$ cat src/rtl/pipe_adder.sv
// Pipelined add/subtract unit: WIDTH bits resolved CHUNK bits per stage over STAGES carry-chained stages,
// with a globally stalled valid/ready handshake and registered sum, carry-out, overflow and zero flags.
module pipe_adder #(
  parameter int WIDTH  = 32,
  parameter int STAGES = 4
) (
  input  logic             clk,
  input  logic             rst,
  input  logic             in_valid,
  output logic             in_ready,
  input  logic [WIDTH-1:0] a,
  input  logic [WIDTH-1:0] b,
  input  logic             sub,
  output logic             out_valid,
  input  logic             out_ready,
  output logic [WIDTH-1:0] sum,
  output logic             cout,
  output logic             overflow,
  output logic             zero
);

  localparam int CHUNK = WIDTH / STAGES;
  localparam int LAST  = STAGES - 1;

  // Stage registers: operands (B already conditioned), partial sum, carry and valid.
  logic [WIDTH-1:0] r_a     [STAGES];
  logic [WIDTH-1:0] r_b     [STAGES];
  logic [WIDTH-1:0] r_sum   [STAGES];
  logic             r_carry [STAGES];
  logic             r_valid [STAGES];
  logic             r_overflow;
  logic             r_zero;

  // Per-stage inputs (predecessor register or the new operation) and the slice result.
  logic [WIDTH-1:0] w_src_a   [STAGES];
  logic [WIDTH-1:0] w_src_b   [STAGES];
  logic [WIDTH-1:0] w_src_sum [STAGES];
  logic             w_src_c   [STAGES];
  logic             w_src_v   [STAGES];
  logic [WIDTH-1:0] w_nxt_sum [STAGES];
  logic             w_nxt_c   [STAGES];
  logic [CHUNK:0]   w_slice;
  logic             w_advance;
  logic             w_overflow;
  logic             w_zero;

  // The whole pipe moves together, so a full output register freezes every stage.
  assign w_advance = !r_valid[LAST] || out_ready;
  assign in_ready  = w_advance;

  always_comb begin : stage_inputs
    w_src_a[0]   = a;
    w_src_b[0]   = sub ? ~b : b;
    w_src_sum[0] = '0;
    w_src_c[0]   = sub;
    w_src_v[0]   = in_valid;
    for (int k = 1; k < STAGES; k++) begin
      w_src_a[k]   = r_a[k-1];
      w_src_b[k]   = r_b[k-1];
      w_src_sum[k] = r_sum[k-1];
      w_src_c[k]   = r_carry[k-1];
      w_src_v[k]   = r_valid[k-1];
    end
  end

  // NOTE: every combinational output is assigned on every path before use, so no latch is inferred.
  always_comb begin : slice_add
    w_slice = '0;
    for (int k = 0; k < STAGES; k++) begin
      w_slice = {1'b0, w_src_a[k][k*CHUNK +: CHUNK]}
              + {1'b0, w_src_b[k][k*CHUNK +: CHUNK]}
              + {{CHUNK{1'b0}}, w_src_c[k]};
      w_nxt_sum[k]                  = w_src_sum[k];
      w_nxt_sum[k][k*CHUNK +: CHUNK] = w_slice[CHUNK-1:0];
      w_nxt_c[k]                    = w_slice[CHUNK];
    end
  end

  assign w_overflow = (w_src_a[LAST][WIDTH-1] == w_src_b[LAST][WIDTH-1])
                   && (w_nxt_sum[LAST][WIDTH-1] != w_src_a[LAST][WIDTH-1]);
  assign w_zero     = ~|w_nxt_sum[LAST];

  // NOTE: only valid bits and the visible output fields are reset; inner data fields
  // are qualified by their valid bit, so clearing them would buy nothing.
  always_ff @(posedge clk) begin
    if (rst) begin
      for (int k = 0; k < STAGES; k++) r_valid[k] <= 1'b0;
      r_sum[LAST]   <= '0;
      r_carry[LAST] <= 1'b0;
      r_overflow    <= 1'b0;
      r_zero        <= 1'b0;
    end else if (w_advance) begin
      for (int k = 0; k < LAST; k++) begin
        r_valid[k] <= w_src_v[k];
        r_a[k]     <= w_src_a[k];
        r_b[k]     <= w_src_b[k];
        r_sum[k]   <= w_nxt_sum[k];
        r_carry[k] <= w_nxt_c[k];
      end
      r_valid[LAST] <= w_src_v[LAST];
      // Bubbles leave the previous result on the outputs instead of exposing junk.
      if (w_src_v[LAST]) begin
        r_sum[LAST]   <= w_nxt_sum[LAST];
        r_carry[LAST] <= w_nxt_c[LAST];
        r_overflow    <= w_overflow;
        r_zero        <= w_zero;
      end
    end
  end

  assign out_valid = r_valid[LAST];
  assign sum       = r_sum[LAST];
  assign cout      = r_carry[LAST];
  assign overflow  = r_overflow;
  assign zero      = r_zero;

endmodule

$ cat config.mk
export PLATFORM = sky130hd
export DESIGN_NAME = pipe_adder
export DESIGN_NICKNAME = d
export VERILOG_FILES = /design/src/rtl/pipe_adder.sv
export SDC_FILE = /design/constraint.sdc
export NUM_CORES = 1
export LEC_CHECK = 0
export ABC_CLOCK_PERIOD_IN_PS = 7700
export CAP_MARGIN = 5
export CELL_PAD_IN_SITES_DETAIL_PLACEMENT = 1
export CELL_PAD_IN_SITES_GLOBAL_PLACEMENT = 1
export CORE_MARGIN = 10
export CORE_UTILIZATION = 46
export CTS_CLUSTER_SIZE = 40
export DETAILED_ROUTE_END_ITERATION = 10
export GPL_ROUTABILITY_DRIVEN = 0
export GPL_TIMING_DRIVEN = 0
export PLACE_DENSITY_LB_ADDON = 0.1
export SLEW_MARGIN = 20
export SYNTH_ARGS = -nofsm -noshare
export SYNTH_HDL_FRONTEND = slang
export SYNTH_SLANG_ARGS = --single-unit
$ cat constraint.sdc
create_clock -name clk -period 7.7 [get_ports clk]
set_input_delay 0.77 -clock clk [delete_from_list [all_inputs] [get_ports clk]]
set_output_delay 0.77 -clock clk [all_outputs]
set_load 0.02 [all_outputs]
==> results of run 1 <==
[kinds of logic after synthesis]
kind of cell	synth area share
compound gates	0.0446
xor+xnor	0.0636
fa+ha+maj	0.0660
buf+inv	0.0165
flops	0.748
mux	0.00202
simple gates	0.0589
[worst max-delay path by stage]
stage | startpoint | slack (ns) | endpoint
floorplan | out_ready | 1.50 | r_sum[3][18]
global placement | out_ready | -0.43 | r_sum[3][23]
detailed placement | sub | 4.21 | r_carry[0]
CTS | sub | 4.66 | r_carry[0]
global route | sub | 4.47 | r_carry[0]
finish | sub | 4.65 | r_carry[0]
[synthesized netlist by cell type, types with 6 or more instances]
master	count	area share
edfxtp_1	184	0.74
xor2_1	41	0.048
ha_1	28	0.047
and3_1	24	0.020
inv_1	22	0.011
a21oi_1	21	0.014
nor2_1	19	0.0096
xnor2_1	13	0.015
nand2_1	10	0.0050
clkbuf_1	8	0.0040
a21o_1	7	0.0071
fa_1	7	0.019
o21ai_0	7	0.0047
nor3_1	6	0.0040
[layout make-up]
type	instances	area, µm²	share of cell area
plain buffers	10	43.8	0.00470
clock buffers	17	425	0.0456
clock inverters	15	82.6	0.00886
inverters	22	82.6	0.00886
multi-input cells	225	1750	0.188
flip-flops and latches	186	5570	0.597
well taps	216	270	0.0290
repair buffers	107	1100	0.118
[cells in the final DEF, fill, tap and decap left out, types with 5 or more instances in the layout]
cell type / instances
xor2_1: 41
xnor2_1: 13
ha_1: 28
clkbuf_16: 17
nor2_1: 19
o21ai_0: 7
clkinv_1: 6
nand2_1: 10
nor4_1: 5
clkbuf_1: 7
a21oi_1: 21
fa_1: 7
edfxtp_1: 184
inv_1: 21
a21o_1: 7
clkdlybuf4s50_1: 104
and3_1: 24
nor3_1: 6
[metal layers]
layer  vias up  share of wire  track usage
met4         0          0.016       0.0510
met3        18          0.053       0.0461
met2        79           0.52        0.233
met5         -              0            0
li1       1897              -            -
met1      1950           0.41        0.145
[power by group through the flow]
stage | clock (mW) | sequential, mW | combinational, mW
2_1_floorplan | 0 | 1.28 | 0.143
3_3_place_gp | 0 | 1.28 | 0.244
3_5_place_dp | 0 | 1.27 | 0.262
4_1_cts | 0.777 | 1.25 | 0.264
5_1_grt | 0.819 | 1.26 | 0.289
6_report | 0.754 | 1.25 | 0.259
[metrics by stage]
step	power (mW)	hold WS [ns]
2_1_floorplan	1.42	0.400
5_1_grt	2.37	0.423
6_report	2.26	0.416
3_5_place_dp	1.54	0.405
3_3_place_gp	1.52	0.401
4_1_cts	2.29	0.419
[state kept, by name, summed over array words and instances (netlist names)]
register and cells:
r_a 48, r_sum 80, r_carry 4, overflow 1
r_valid 4, r_b 48, zero 1
==> metrics.txt, run 1 <==
FMAX 328 MHz; R2R Path End r_a[0][94]; WP buf/inv 2; Hold Vio Cnt, Final 0; initial antenna violation count 0; Area Growth Syn to Fin 25.3%; DP Cell Count 766; crit-path cells buf_2 > clkbuf_1 > xor2_1 > fa_1 > a21o_1 > a21oi_1 > o21bai_1 > a21oi_1 > o21ai_0; WL final 14000 µm; critical hold path startpoint r_sum[1][7]; RSZ-0062 raised after global routing false; Vias 3944; final period utilization 0.396; Initial Utilization 0.468; actual slew at the worst max-slew pin 0.838 ns; FILL cells 1465; EDFF count, synth 184; placed inst area 8810 µm²; CP required 7.86 ns; hold depth 0; # diodes 0; Crit Path Max Fanout 10; final core utilization 0.587; Die X 147 µm; Largest delay share family, worst path compound AO/OA/AOI/OAI gates; ys flop type edfxtp_1; Synth Warn # 0; layout cells sized above 1 0.0670; asr flop ratio synth 0; CTS Buffer Depth 2; Finished Cell Area 9320 µm²; Slew HR 0.441; hpwl dp 10500 µm; DRT Pass-1 Iters 4; clock latency on the worst-skew pair 0.42 ns; clk sinks 186; pwr/cell area 243 nW/µm²; largest net degree at the start of global routing 49; Layout Cells excl Fill 798; Crit. End Element flip-flop; final setup margin 4.65 ns; vias per cell 4.94; Yosys cell types 39; Worst path max stage delay 0.66 ns; Internal 1.75 mW; Crit path depth 9; die area 21700 µm²; element type at the critical path start input pin; Routed Antenna Nets 0; Max VDD drop 0.153 mV; Nets 673; area of the core 15900 µm²; clk_skew 0.00658 ns; clock-pin slew of the registers on the worst-case setup and hold paths 0.06 ns; Crit path arrival time 3.21 ns; reg2reg path depth 6; # IOs 106; vias in the first global route 4378; chip height 147 µm; first-pass GRT wire length 22200 µm; Reg2Reg Setup Slack 5.26 ns; Net Sw Power 0.516 mW; Post-Syn Instances 443; switching share of total power 0.228; IO Port Bufs 104; Yosys reg bits 186; slowest CP cell clkbuf_1; status finished clean; Final min period 3.05 ns; Setup Buffers After CTS 0; max_cap viols 0; Place WS 4.21 ns; synthesized area 7440 µm²; CTS Buf Count 17; Slew Limit Fails 0; DR iter-0 viols 204; average cell area after synthesis 16.8 µm²; Tot GR Track Use 0.133; Setup Crit Path Kind in2reg; H-tree depth 4; Final Setup Violations 0; worst-case hold path end point r_sum[2][7]; Setup TNS 0 ns; Root Buffer clkbuf_16; register area share after synthesis 0.748; total grt overflow 0; Post-CTS Hold Fix Bufs 0; r2r startpoint r_valid[3]; clock network fraction of design power 0.333; part of the power in registers 0.553; DR WL/cell 17.6 µm; combinational share of power 0.114; CTS tree yes; Crit path top cell by count a21oi_1; hold crit path type reg2reg; Leakage 3.50 nW; Post-Syn Nets 547; Post-route DRC 0; Core Rows 46; # resized after CTS 0
Power figures use the tool's default switching activity.
==> run 2: changes to the inputs <==
--- a/config.mk
+++ b/config.mk
@@ -5,12 +5,12 @@
 export SDC_FILE = /design/constraint.sdc
 export NUM_CORES = 1
 export LEC_CHECK = 0
-export ABC_CLOCK_PERIOD_IN_PS = 7700
+export ABC_CLOCK_PERIOD_IN_PS = 2500
 export CAP_MARGIN = 5
 export CELL_PAD_IN_SITES_DETAIL_PLACEMENT = 1
 export CELL_PAD_IN_SITES_GLOBAL_PLACEMENT = 1
 export CORE_MARGIN = 10
-export CORE_UTILIZATION = 46
+export CORE_UTILIZATION = 41
 export CTS_CLUSTER_SIZE = 40
 export DETAILED_ROUTE_END_ITERATION = 10
 export GPL_ROUTABILITY_DRIVEN = 0
==> constraint.sdc (replaced) <==
create_clock -name clk -period 2.5 [get_ports clk]
set_input_delay 0.25 -clock clk [delete_from_list [all_inputs] [get_ports clk]]
set_output_delay 0.25 -clock clk [all_outputs]
set_load 0.02 [all_outputs]
==> metrics.txt, run 2 (synthesized netlist as in run 1, its figures left out) <==
status finished clean; Crit. End Element flip-flop; Core Rows 49; final core utilization 0.525; placed inst area 8770 µm²; CTS tree yes; WP buf/inv 1; Crit path top cell by count fa_1; Place WS -0.489 ns; hold depth 2; clock-pin slew of the registers on the worst-case setup and hold paths 0.07 ns; layout cells sized above 1 0.0708; slowest CP cell fa_1; Routed Antenna Nets 0; pwr/cell area 783 nW/µm²; actual slew at the worst max-slew pin 0.759 ns; largest net degree at the start of global routing 157; Layout Cells excl Fill 808; Hold Vio Cnt, Final 0; Post-route DRC 0; biggest regs r_sum x80, r_a x48, r_b x48; area of the core 17900 µm²; clk_skew 0.00673 ns; Crit Path Max Fanout 2; Pwr Total 7.36 mW; FMAX 418 MHz; clk sinks 186; Setup Buffers After CTS 0; Setup Crit Path Kind reg2reg; crit-path cells inv_1 > fa_1 > fa_1 > nand2b_1 > a21oi_1 > xnor2_1 > nand4_1 > nor3b_2 > a22o_1; # diodes 0; Vias 3843; area occupied by multi-input gates 1760 µm²; vias per cell 4.76; Setup TNS 0 ns; Area Growth Syn to Fin 26.3%; Top reg by flops r_sum; CTS Buffer Depth 2; hold crit path type in2reg; Worst path max stage delay 0.47 ns; DR iter-0 viols 215; Final Setup Violations 0; DRT Pass-1 Iters 4; RSZ-0062 raised after global routing false; clock latency on the worst-skew pair 0.42 ns; Initial Utilization 0.415; chip height 155 µm; Die X 155 µm; Leakage 3.52 nW; element type at the critical path start flip-flop; WL final 14000 µm; FILL cells 1690; FF+latch area 5570 µm²; Finished Cell Area 9390 µm²; Root Buffer clkbuf_16; most common cell after layout, fill and taps aside edfxtp_1; max FFs per register 80; first-pass GRT wire length 22200 µm; final period utilization 0.958; CTS Buf Count 17; total grt overflow 0; reg2reg path depth 9; DP Cell Count 776; R2R Path End zero; Final min period 2.40 ns; Largest delay share family, worst path adder cells; Crit path arrival time 2.76 ns; die area 23900 µm²; Slew HR 0.494; IO Port Bufs 104; initial antenna violation count 0; Post-CTS Hold Fix Bufs 0; commonest non-fill, non-tap cells in the layout edfxtp_1, clkdlybuf4s50_1, xor2_1, ha_1, and3_1; hpwl dp 9970 µm; CP required 2.86 ns; Tot GR Track Use 0.120; Nets 670; critical hold path startpoint sub; Reg2Reg Setup Slack 0.10 ns; Max VDD drop 0.540 mV; H-tree depth 4; DR WL/cell 17.3 µm; vias in the first global route 4219; Slew Limit Fails 0; final setup margin 0.105 ns; # IOs 106; hold slack 0.252 ns; r2r startpoint r_carry[2]; max_cap viols 0; worst-case hold path end point r_b[0][31]
-- run 2: changes by cell type in the layout (fill, tap and decap cells not counted), moves of 2 or more --
cell and delta:
buf_12 -3, clkinv_2 -3, clkinv_1 -2, bufinv_16 +3
-- run 2: layout make-up --
type                       instances  share of cell area
timing repair buffer             104               0.111
clock buffer                      17              0.0453
clock inverter                    15              0.0181
multi-input combinational        225               0.187
tap                              229              0.0305
sequential                       186               0.593
inverter                          22             0.00879
buffer                            10             0.00666
-- run 2: where the power goes --
part           total (mW)  switching (mW)  internal [mW]
clock network        2.72            1.15           1.57
registers            3.86          0.0948           3.76
logic               0.779           0.409          0.369
total                7.36            1.65           5.70
-- run 2: how the worst max path moves through the flow --
stage / slack [ns] / cells past startpoint / end / start
after CTS: 0.04 / 9 / zero / r_carry[2]
after floorplan: 0.09 / 9 / r_carry[0] / sub
after global routing: 0.01 / 9 / zero / r_carry[2]
after global placement: -0.38 / 9 / r_carry[0] / sub
after detailed placement: -0.49 / 9 / r_carry[0] / sub
final: 0.10 / 9 / zero / r_carry[2]
-- run 2: metal layers --
metal	vias to the layer above	GRT usage	share of wire
met2	71	0.209	0.53
met1	1860	0.132	0.42
met4	0	0.0495	0.014
met5	-	0	0
li1	1896	-	-
met3	16	0.0366	0.045
-- run 2: repair_timing --
item	in CTS	in global routing
resized for setup	2	2
setup endpoints to repair	157	1
endpoints found under the hold margin	0	0
